### config.mk
export PLATFORM = sky130hd
export DESIGN_NAME = gpr_wb_arbiter
export DESIGN_NICKNAME = d
export VERILOG_FILES = /design/src/rtl/gpr_wb_arbiter_pkg.sv /design/src/rtl/wb_fifo.sv /design/src/rtl/gpr_wb_arbiter.sv
export SDC_FILE = /design/constraint.sdc
export NUM_CORES = 1
export LEC_CHECK = 0
export CAP_MARGIN = 20
export CORE_UTILIZATION = 61
export CTS_BUF_LIST = sky130_fd_sc_hd__clkbuf_8
export DETAILED_ROUTE_END_ITERATION = 7
export PLACE_DENSITY_LB_ADDON = 0.3
export SLEW_MARGIN = 30
export SYNTH_ARGS = -nofsm -noshare
export SYNTH_HDL_FRONTEND = slang
export SYNTH_SLANG_ARGS = --single-unit
### constraint.sdc
create_clock -name clk -period 4.6 [get_ports clk]
set_input_delay 0.92 -clock clk [delete_from_list [all_inputs] [get_ports clk]]
set_output_delay 0.92 -clock clk [all_outputs]
set_load 0.005 [all_outputs]
### src/rtl/gpr_wb_arbiter_pkg.sv
// Shared types for the GPR write-port arbiter: register geometry, the
// buffered writeback entry, and the port-select encoding.
package gpr_wb_arbiter_pkg;

  localparam int GPR_NUM     = 32;
  localparam int GPR_ID_BITS = $clog2(GPR_NUM);
  localparam int GPR_BITS    = 32;

  typedef logic [GPR_ID_BITS-1:0] gpr_id_t;
  typedef logic [GPR_BITS-1:0]    gpr_val_t;

  typedef struct packed {
    gpr_id_t  id;
    gpr_val_t val;
  } wb_entry;

  typedef enum logic {
    WB_PORT_A = 1'b0,
    WB_PORT_B = 1'b1
  } wb_port_e;

endpackage

### src/rtl/wb_fifo.sv
// Small circular FIFO of writeback entries; also exposes every slot's
// valid bit and destination id so the owner can do a pending-write lookup.
module wb_fifo
  import gpr_wb_arbiter_pkg::*;
#(
  parameter int DEPTH = 2
) (
  input  logic                  clk,
  input  logic                  rst_n,
  input  logic                  push,
  input  wb_entry               push_data,
  input  logic                  pop,
  output wb_entry               head,
  output logic                  full,
  output logic                  empty,
  output logic [DEPTH-1:0]      ent_valid,
  output gpr_id_t [DEPTH-1:0]   ent_id
);

  localparam int PW = $clog2(DEPTH);

  wb_entry         mem_q [DEPTH];
  logic [PW-1:0]   wr_ptr_q, wr_ptr_d;
  logic [PW-1:0]   rd_ptr_q, rd_ptr_d;
  logic [PW:0]     count_q, count_d;
  logic            do_push, do_pop;

  assign full    = (count_q == (PW+1)'(DEPTH));
  assign empty   = (count_q == '0);
  assign do_push = push && !full;
  assign do_pop  = pop && !empty;
  assign head    = mem_q[rd_ptr_q];

  // NOTE: every signal written in always_comb gets a default first, so no path leaves it unassigned and no latch is inferred.
  always_comb begin
    wr_ptr_d = wr_ptr_q;
    rd_ptr_d = rd_ptr_q;
    count_d  = count_q;
    if (do_push) wr_ptr_d = wr_ptr_q + 1'b1;
    if (do_pop)  rd_ptr_d = rd_ptr_q + 1'b1;
    unique case ({do_push, do_pop})
      2'b10:   count_d = count_q + 1'b1;
      2'b01:   count_d = count_q - 1'b1;
      default: count_d = count_q;
    endcase
  end

  // A slot is live when its distance from the read pointer is below the count.
  always_comb begin
    ent_valid = '0;
    ent_id    = '0;
    for (int i = 0; i < DEPTH; i++) begin
      logic [PW-1:0] offset;
      offset       = PW'(i) - rd_ptr_q;
      ent_valid[i] = ({1'b0, offset} < count_q);
      ent_id[i]    = mem_q[i].id;
    end
  end

  // NOTE: state flops use non-blocking assignments so every flop samples pre-edge values.
  always_ff @(posedge clk or negedge rst_n) begin
    if (!rst_n) begin
      wr_ptr_q <= '0;
      rd_ptr_q <= '0;
      count_q  <= '0;
    end else begin
      wr_ptr_q <= wr_ptr_d;
      rd_ptr_q <= rd_ptr_d;
      count_q  <= count_d;
    end
  end

  // NOTE: storage is deliberately not reset; slot contents are meaningless until count_q covers them.
  always_ff @(posedge clk) begin
    if (do_push) mem_q[wr_ptr_q] <= push_data;
  end

endmodule

### src/rtl/gpr_wb_arbiter.sv
// Two-producer writeback arbiter for the single GPR write port, with
// per-register pending-write lookup for the issue stage and a sticky conflict flag.
module gpr_wb_arbiter
  import gpr_wb_arbiter_pkg::*;
#(
  parameter int DEPTH = 2
) (
  input  logic     clk,
  input  logic     rst_n,
  input  logic     a_valid,
  output logic     a_ready,
  input  gpr_id_t  a_id,
  input  gpr_val_t a_val,
  input  logic     b_valid,
  output logic     b_ready,
  input  gpr_id_t  b_id,
  input  gpr_val_t b_val,
  output logic     we,
  output gpr_id_t  write_id,
  output gpr_val_t write_val,
  input  gpr_id_t  rs1_id,
  input  gpr_id_t  rs2_id,
  output logic     rs1_busy,
  output logic     rs2_busy,
  output logic     conflict
);

  wb_entry              a_head, b_head, a_in, b_in;
  logic                 a_full, a_empty, b_full, b_empty;
  logic [DEPTH-1:0]     a_ent_valid, b_ent_valid;
  gpr_id_t [DEPTH-1:0]  a_ent_id, b_ent_id;
  logic                 a_push, b_push, grant_a, grant_b;

  logic     we_q, we_d;
  gpr_id_t  write_id_q, write_id_d;
  gpr_val_t write_val_q, write_val_d;
  wb_port_e last_grant_q, last_grant_d;
  logic     conflict_q, conflict_d;

  assign a_ready = !a_full;
  assign b_ready = !b_full;
  // x0 writes complete the handshake but are dropped here.
  assign a_push  = a_valid && a_ready && (a_id != '0);
  assign b_push  = b_valid && b_ready && (b_id != '0);
  assign a_in    = '{id: a_id, val: a_val};
  assign b_in    = '{id: b_id, val: b_val};

  wb_fifo #(.DEPTH(DEPTH)) u_fifo_a (
    .clk, .rst_n, .push(a_push), .push_data(a_in), .pop(grant_a), .head(a_head),
    .full(a_full), .empty(a_empty), .ent_valid(a_ent_valid), .ent_id(a_ent_id)
  );

  wb_fifo #(.DEPTH(DEPTH)) u_fifo_b (
    .clk, .rst_n, .push(b_push), .push_data(b_in), .pop(grant_b), .head(b_head),
    .full(b_full), .empty(b_empty), .ent_valid(b_ent_valid), .ent_id(b_ent_id)
  );

  function automatic logic pending(input gpr_id_t id);
    logic hit;
    hit = we_q && (write_id_q == id);
    for (int i = 0; i < DEPTH; i++) begin
      hit |= a_ent_valid[i] && (a_ent_id[i] == id);
      hit |= b_ent_valid[i] && (b_ent_id[i] == id);
    end
    return (id != '0) && hit;
  endfunction

  always_comb begin
    grant_a      = !a_empty && (b_empty || last_grant_q == WB_PORT_B);
    grant_b      = !b_empty && !grant_a;
    we_d         = grant_a || grant_b;
    write_id_d   = write_id_q;
    write_val_d  = write_val_q;
    last_grant_d = last_grant_q;
    if (grant_a) begin
      write_id_d   = a_head.id;
      write_val_d  = a_head.val;
      last_grant_d = WB_PORT_A;
    end else if (grant_b) begin
      write_id_d   = b_head.id;
      write_val_d  = b_head.val;
      last_grant_d = WB_PORT_B;
    end
  end

  // Both ports accepting the same id on one edge is also a double-pending write.
  always_comb begin
    rs1_busy   = pending(rs1_id);
    rs2_busy   = pending(rs2_id);
    conflict_d = conflict_q
               || (a_push && pending(a_id))
               || (b_push && pending(b_id))
               || (a_push && b_push && (a_id == b_id));
  end

  always_ff @(posedge clk or negedge rst_n) begin
    if (!rst_n) begin
      we_q         <= 1'b0;
      write_id_q   <= '0;
      write_val_q  <= '0;
      last_grant_q <= WB_PORT_B;
      conflict_q   <= 1'b0;
    end else begin
      we_q         <= we_d;
      write_id_q   <= write_id_d;
      write_val_q  <= write_val_d;
      last_grant_q <= last_grant_d;
      conflict_q   <= conflict_d;
    end
  end

  assign we        = we_q;
  assign write_id  = write_id_q;
  assign write_val = write_val_q;
  assign conflict  = conflict_q;

endmodule
Yosys cells after proc, flatten, opt, wreduce, memory -nomap -nowiden
Memories as Yosys holds them, arrays and structs flattened.
Index checks and enable logic that the tools add are counted.
{"block": "word_totals", "input_bits": 88, "reg_bits": 48, "ram_bits": 148, "out_inout_bits": 43, "mem_count": 2, "elab_cells": 141}
{"block": "classes", "n_lt_le_gt_ge": 4, "n_reduce_logical": 57, "n_bitwise": 16, "addsub": 12, "muxes": 12, "n_eq_ne": 27}
{"memory": "u_fifo_a.mem_q", "words": 2, "width": 37, "read_ports": 3, "rd_ports_with_merged_regs": 0, "wr": 1, "line_no": "wb_fifo.sv:22", "source": "wb_entry mem_q [DEPTH];"}
{"memory": "u_fifo_b.mem_q", "words": 2, "width": 37, "read_ports": 3, "rd_ports_with_merged_regs": 0, "wr": 1, "line_no": "wb_fifo.sv:22"}
{"op": "$eq 5x5->1", "n": 21}
{"op": "$mux 32", "n": 2}
{"op": "$logic_and 1x1->1", "n": 38}
{"op": "$reduce_bool 5->1", "n": 4}
{"op": "$or 1x1->1", "n": 16}
{"op": "$mux 5", "n": 2}
{"op": "$eq 2x2->1 const B", "n": 4}
{"op": "$lt 1x2->1", "n": 4}
{"op": "$pmux 2 s2", "n": 2}
{"op": "$mux 1", "n": 6}
{"op": "$reduce_bool 2->1", "n": 3}
{"op": "$logic_not 1->1", "n": 5}
{"op": "$logic_or 1x1->1", "n": 5}
{"op": "$add 1x1->1 const B", "n": 4}
{"op": "$add 2x1->2 const B", "n": 2}
{"op": "$eq 2x1->1 const B", "n": 2}
{"op": "$logic_not 2->1", "n": 2}
{"op": "$sub 1x1->1 const A", "n": 4}
{"op": "$sub 2x1->2 const B", "n": 2}

Longest topological paths before layout
{"block": "depth", "ltp_word": 12, "ltp_mapped": 10, "depth_no_buf": 8}

Cells and area by module
Synthesis repeated with hierarchy kept, for this count alone.
{"block": "unflattened", "cells_unflattened": 736, "area_unflattened_um2": 9590.4}
{"mod": "wb_fifo", "cells_per_inst": 146, "area_per_inst_um2": 2991.6, "seq_area_each_um2": 2322.2, "instances": 2}
{"mod": "gpr_wb_arbiter", "cells_per_inst": 444, "area_per_inst_um2": 3607.2, "seq_area_each_um2": 1002.2, "instances": 1}

Worst setup path before layout
OpenSTA, ideal clock, no wires.
{"block": "synth_timing", "kind": "input to register", "from": "input a_id[1]", "to": "memory u_fifo_a.mem_q[0][0] (netlist name), enable pin", "path_stages": 4, "setup_slack_ns": 1.217, "n_path_buf": 1, "t_arrival_ns": 2.951, "setup_time_ns": 0.431, "required_ns": 4.169, "cell_sequence": "buf_2 or4_1 o211ai_2 nor2_1"}
{"block": "synth_via", "elab_chain_len": 5}
{"item": "start: declaration", "line_no": "gpr_wb_arbiter.sv:12", "source": "input gpr_id_t a_id,"}
{"item": "$reduce_bool 5->1", "line_no": "gpr_wb_arbiter.sv:43", "source": "assign a_push = a_valid && a_ready && (a_id != '0);"}
{"item": "$logic_and 1x1->1", "line_no": "gpr_wb_arbiter.sv:43"}
{"item": "$logic_and 1x1->1", "line_no": "wb_fifo.sv:30", "source": "assign do_push = push && !full;"}
{"item": "$mux 1", "line_no": "wb_fifo.sv:75", "source": "if (do_push) mem_q[wr_ptr_q] <= push_data;"}
{"item": "$mux 1 (implied by the code)", "line_no": "wb_fifo.sv:75"}
{"item": "end: declaration", "line_no": "wb_fifo.sv:22"}
Every way passes these cells.

Worst setup path after layout
{"block": "layout_timing", "from": "input rs1_id[2]", "to": "output rs1_busy"}
{"block": "layout_via", "elab_chain_len": 7, "elab_cells_between_ends": 16, "cone_classes": "5 x eq/ne; 4 x bitwise; 7 x reduce/logical"}
{"item": "start: declaration", "line_no": "gpr_wb_arbiter.sv:21", "source": "input gpr_id_t rs1_id,"}
{"item": "$eq 5x5->1, on equally long branches", "line_no": "gpr_wb_arbiter.sv:60, gpr_wb_arbiter.sv:62"}
{"item": "$logic_and 1x1->1, on equally long branches", "line_no": "gpr_wb_arbiter.sv:60, gpr_wb_arbiter.sv:62"}
{"item": "$or 1x1->1", "line_no": "gpr_wb_arbiter.sv:62", "source": "hit |= a_ent_valid[i] && (a_ent_id[i] == id);"}
{"item": "$or 1x1->1", "line_no": "gpr_wb_arbiter.sv:63", "source": "hit |= b_ent_valid[i] && (b_ent_id[i] == id);"}
{"item": "$or 1x1->1", "line_no": "gpr_wb_arbiter.sv:62"}
{"item": "$or 1x1->1", "line_no": "gpr_wb_arbiter.sv:63"}
{"item": "$logic_and 1x1->1 *", "line_no": "gpr_wb_arbiter.sv:65", "source": "return (id != '0) && hit;"}
{"item": "end: declaration", "line_no": "gpr_wb_arbiter.sv:23", "source": "output logic rs1_busy,"}
Every way passes the cells marked *; elsewhere a longest branch is shown, timed or not.

==> results.md <==
* Status: finished clean
* Setup CP Type: in2out
* Reg2reg path depth at 6
* Total grt overflow at 0
* CTS tree: yes
* Dominant cells by area after synthesis: edfxtp_1 (50%), dfrtp_1 (13%), mux2i_1 (7.0%)
* Ys flop type: edfxtp_1
* Worst Min Path Start: write_val[9]
* Worst endpoint required time at 3.68 ns
* Area share of the largest cell type after synthesis at 0.504
* Post-synthesis cell type count at 35
* Hold bufs inserted after CTS at 0
* Iteration-0 DRC Markers at 461
* I/O pin cnt at 131
* Antenna violations before repair at 0
* Post-synthesis compound-gate area fraction at 0.0552
* Post-Syn Nets at 729
* Syn-to-layout area delta at 19.0%
* Adder-Cell Fraction of Synth Area at 0.00284
* Synth top cells by count: edfxtp_1 (148), xor2_1 (67), mux2i_1 (62), xnor2_1 (48), dfrtp_1 (47)
* Vias/cell at 5.89
* Nets@finish at 818
* Synth Register Bits at 196
* Maximum buffer depth of the clock tree at 2
* Pre-CTS setup slack at 0.526 ns
* Worst path most repeated cell: clkdlybuf4s50_1
* Largest net degree at the start of global routing at 51
* Fin. Hold Viols at 0
* Final setup viols at 0
* Die Area at 0.0149 mm^2
* Die X at 122 um
* Unrepaired setup endpoints after global routing: no
* Setup TNS at 0 ns
* Placer congestion estimate at 0.939
* Tcrit/Tclk final at 0.887
* Sinks on the clock net at 196
* Worst slew margin at 0.444
* DR DRC count at 0
* Xor/xnor share of the synthesized area at 0.114
* Num rows at 43
* HP Class: reg2reg
* Vias at 5421
* Synthesized area at 0.00882 mm^2
* Vias in the first global route at 5581
* Share of layout cells above drive strength 1 at 0.0877
* FFs w/ async S/R, synth at 0.245
* Critical Path, Cell by Cell: clkdlybuf4s50_1, xor2_1, or4_1, nor3_1, a31oi_1, a21oi_1, clkdlybuf4s50_1
* Most frequent cell after synthesis: edfxtp_1
* ANT nets after route at 0
* H-tree Lvls at 4
* Setup crit start kind: input pin
* Final Max Slew Viols at 0
* Setup Skew at 0.0106 ns
* Post-synthesis mux area share at 0.0857
* Core area at 0.0140 mm^2
* Largest family of logic cells by synthesized area: XOR/XNOR gates
* R2R setup slack at 2.33 ns
* Starting Density at 0.630
* Critical path startpoint: rs1_id[2]
* DR WL/cell at 21.7 um
* Cells after Synth at 639
* Clock root cell: clkbuf_8
* Setup ws final at 0.522 ns
* Synth Warn # at 0
* Worst vdd ir at 0.322 mV
* Post-Synth Simple-Gate Area at 0.0582
* Register area share after synthesis at 0.640
* CTS Buf Count at 17
* Post-DP HPWL at 12900 um
* Fmax at 0.245 GHz
* Worst R2R Start: u_fifo_b.count_q[1]
* Global-route wire length before repair at 30500 um
* CP Capture Type: output pin
* WHS Endpoint: write_val[9]
* Antenna Cells at 0
* CTS resizes at 0
* Final wirelength at 20000 um
* Post-synth top area cell: edfxtp_1
* Worst r2r dst: u_fifo_a.count_q[1]
* Pwr/cell area at 605 mW/mm^2
* Hold path cells at 2
* Clock transition at the registers of the reported paths at 0.10 ns
* Worst slew pin tran at 0.835 ns
* Leakage power at 0.00381 uW
* Crit path DAT at 3.16 ns
* Postcts setup bufs at 0
* Die Height at 122 um
* Largest stage delay on the critical path at 0.56 ns
* Port buffer count at 130
* DRT Pass-1 Iters at 5
* Period minus WS final at 4.08 ns
* Max cap viols at 0
* Crit-path max FO at 6
* Worst-Skew Late Latency at 0.46 ns
* EDFF count, synth at 148
* All-layer global routing usage at 0.284
* Avg Cell Area, Syn at 13.8 um^2
* CP max-delay cell: clkdlybuf4s50_1
## where the power goes
group	switching, uW	internal, uW
clock	590	441
sequential	433	2490
combinational	1240	1150
total	2270	4080
## placed cells by master, fill, tap and decap left out, types with 3 or more instances in the layout
cell,n
xor2_1,67
o21ai_1,12
clkdlybuf4s50_1,129
clkbuf_8,18
xnor2_1,48
nand3_1,8
mux2i_1,62
dfrtp_1,45
nor3_1,5
a21oi_1,18
inv_1,11
nor2_1,19
o221ai_1,25
buf_4,8
nand4_1,4
clkinvlp_4,3
nand2_1,39
nor4_1,16
or4_1,5
mux2_2,12
edfxtp_1,148
a31oi_1,8
nor2_4,4
## cells by family (layout without fill, tap and decap cells)
logic type	count (synthesis)	after routing
flip-flops	196	196
XOR/XNOR	115	115
AND/OR/NAND/NOR	106	106
buffers and inverters	77	179
multiplexers	74	74
AO/OA/AOI/OAI	69	69
adder cells (fa/ha/maj)	2	2
## critical path, delay by kind of cell
family,cells,cell delay (ns)
buffers and inverters,2,1.07
AND/OR/NAND/NOR,2,0.73
AO/OA/AOI/OAI,2,0.23
XOR/XNOR,1,0.20
## worst max-delay path by stage
stage / to / slack, ns
floorplan: u_fifo_a.mem_q[0][0] / 1.22
global placement: rs1_busy / 0.57
detailed placement: rs1_busy / 0.53
CTS: rs1_busy / 0.52
global route: rs1_busy / 0.38
finish: rs1_busy / 0.52
## per-stage QoR
stage	hold slack [ns]	cell area (um^2)	util	cells	total power, uW
final	0.492	10500	0.750	921	6350
after global routing	0.530	10500	0.750	921	6680
after CTS	0.497	10500	0.750	921	6380
after detailed placement	0.474	10100	0.724	889	5360
after global placement	0.469	10100	0.724	889	5250
after floorplan	0.468	8820	-	639	4330
## routing by layer
metal / share of wire / vias to the layer above / global-route usage
met5: 0 / - / 0
met4: 0.025 / 0 / 0.111
met3: 0.062 / 39 / 0.0599
met2: 0.50 / 229 / 0.466
met1: 0.41 / 2672 / 0.372
li1: - / 2481 / -
## flip-flops by register name, indices dropped and copies added, names as in the netlist
signal,count
we,1
write_id,5
u_fifo_b.rd_ptr_q,1
u_fifo_a.count_q,2
u_fifo_b.wr_ptr_q,1
u_fifo_b.mem_q,74
u_fifo_a.wr_ptr_q,1
u_fifo_a.rd_ptr_q,1
u_fifo_b.count_q,2
last_grant_q,1
u_fifo_a.mem_q,74
conflict,1
write_val,32
## final cells by class
type,instances,area [um^2]
clock buffer,18,248
clock inverter,14,115
fill,909,3490
inverter,7,26.3
multi-input combinational,366,2840
sequential,196,5650
tap,180,225
timing repair buffer,140,1400
Note: power is estimated with default switching activity, not from simulation.
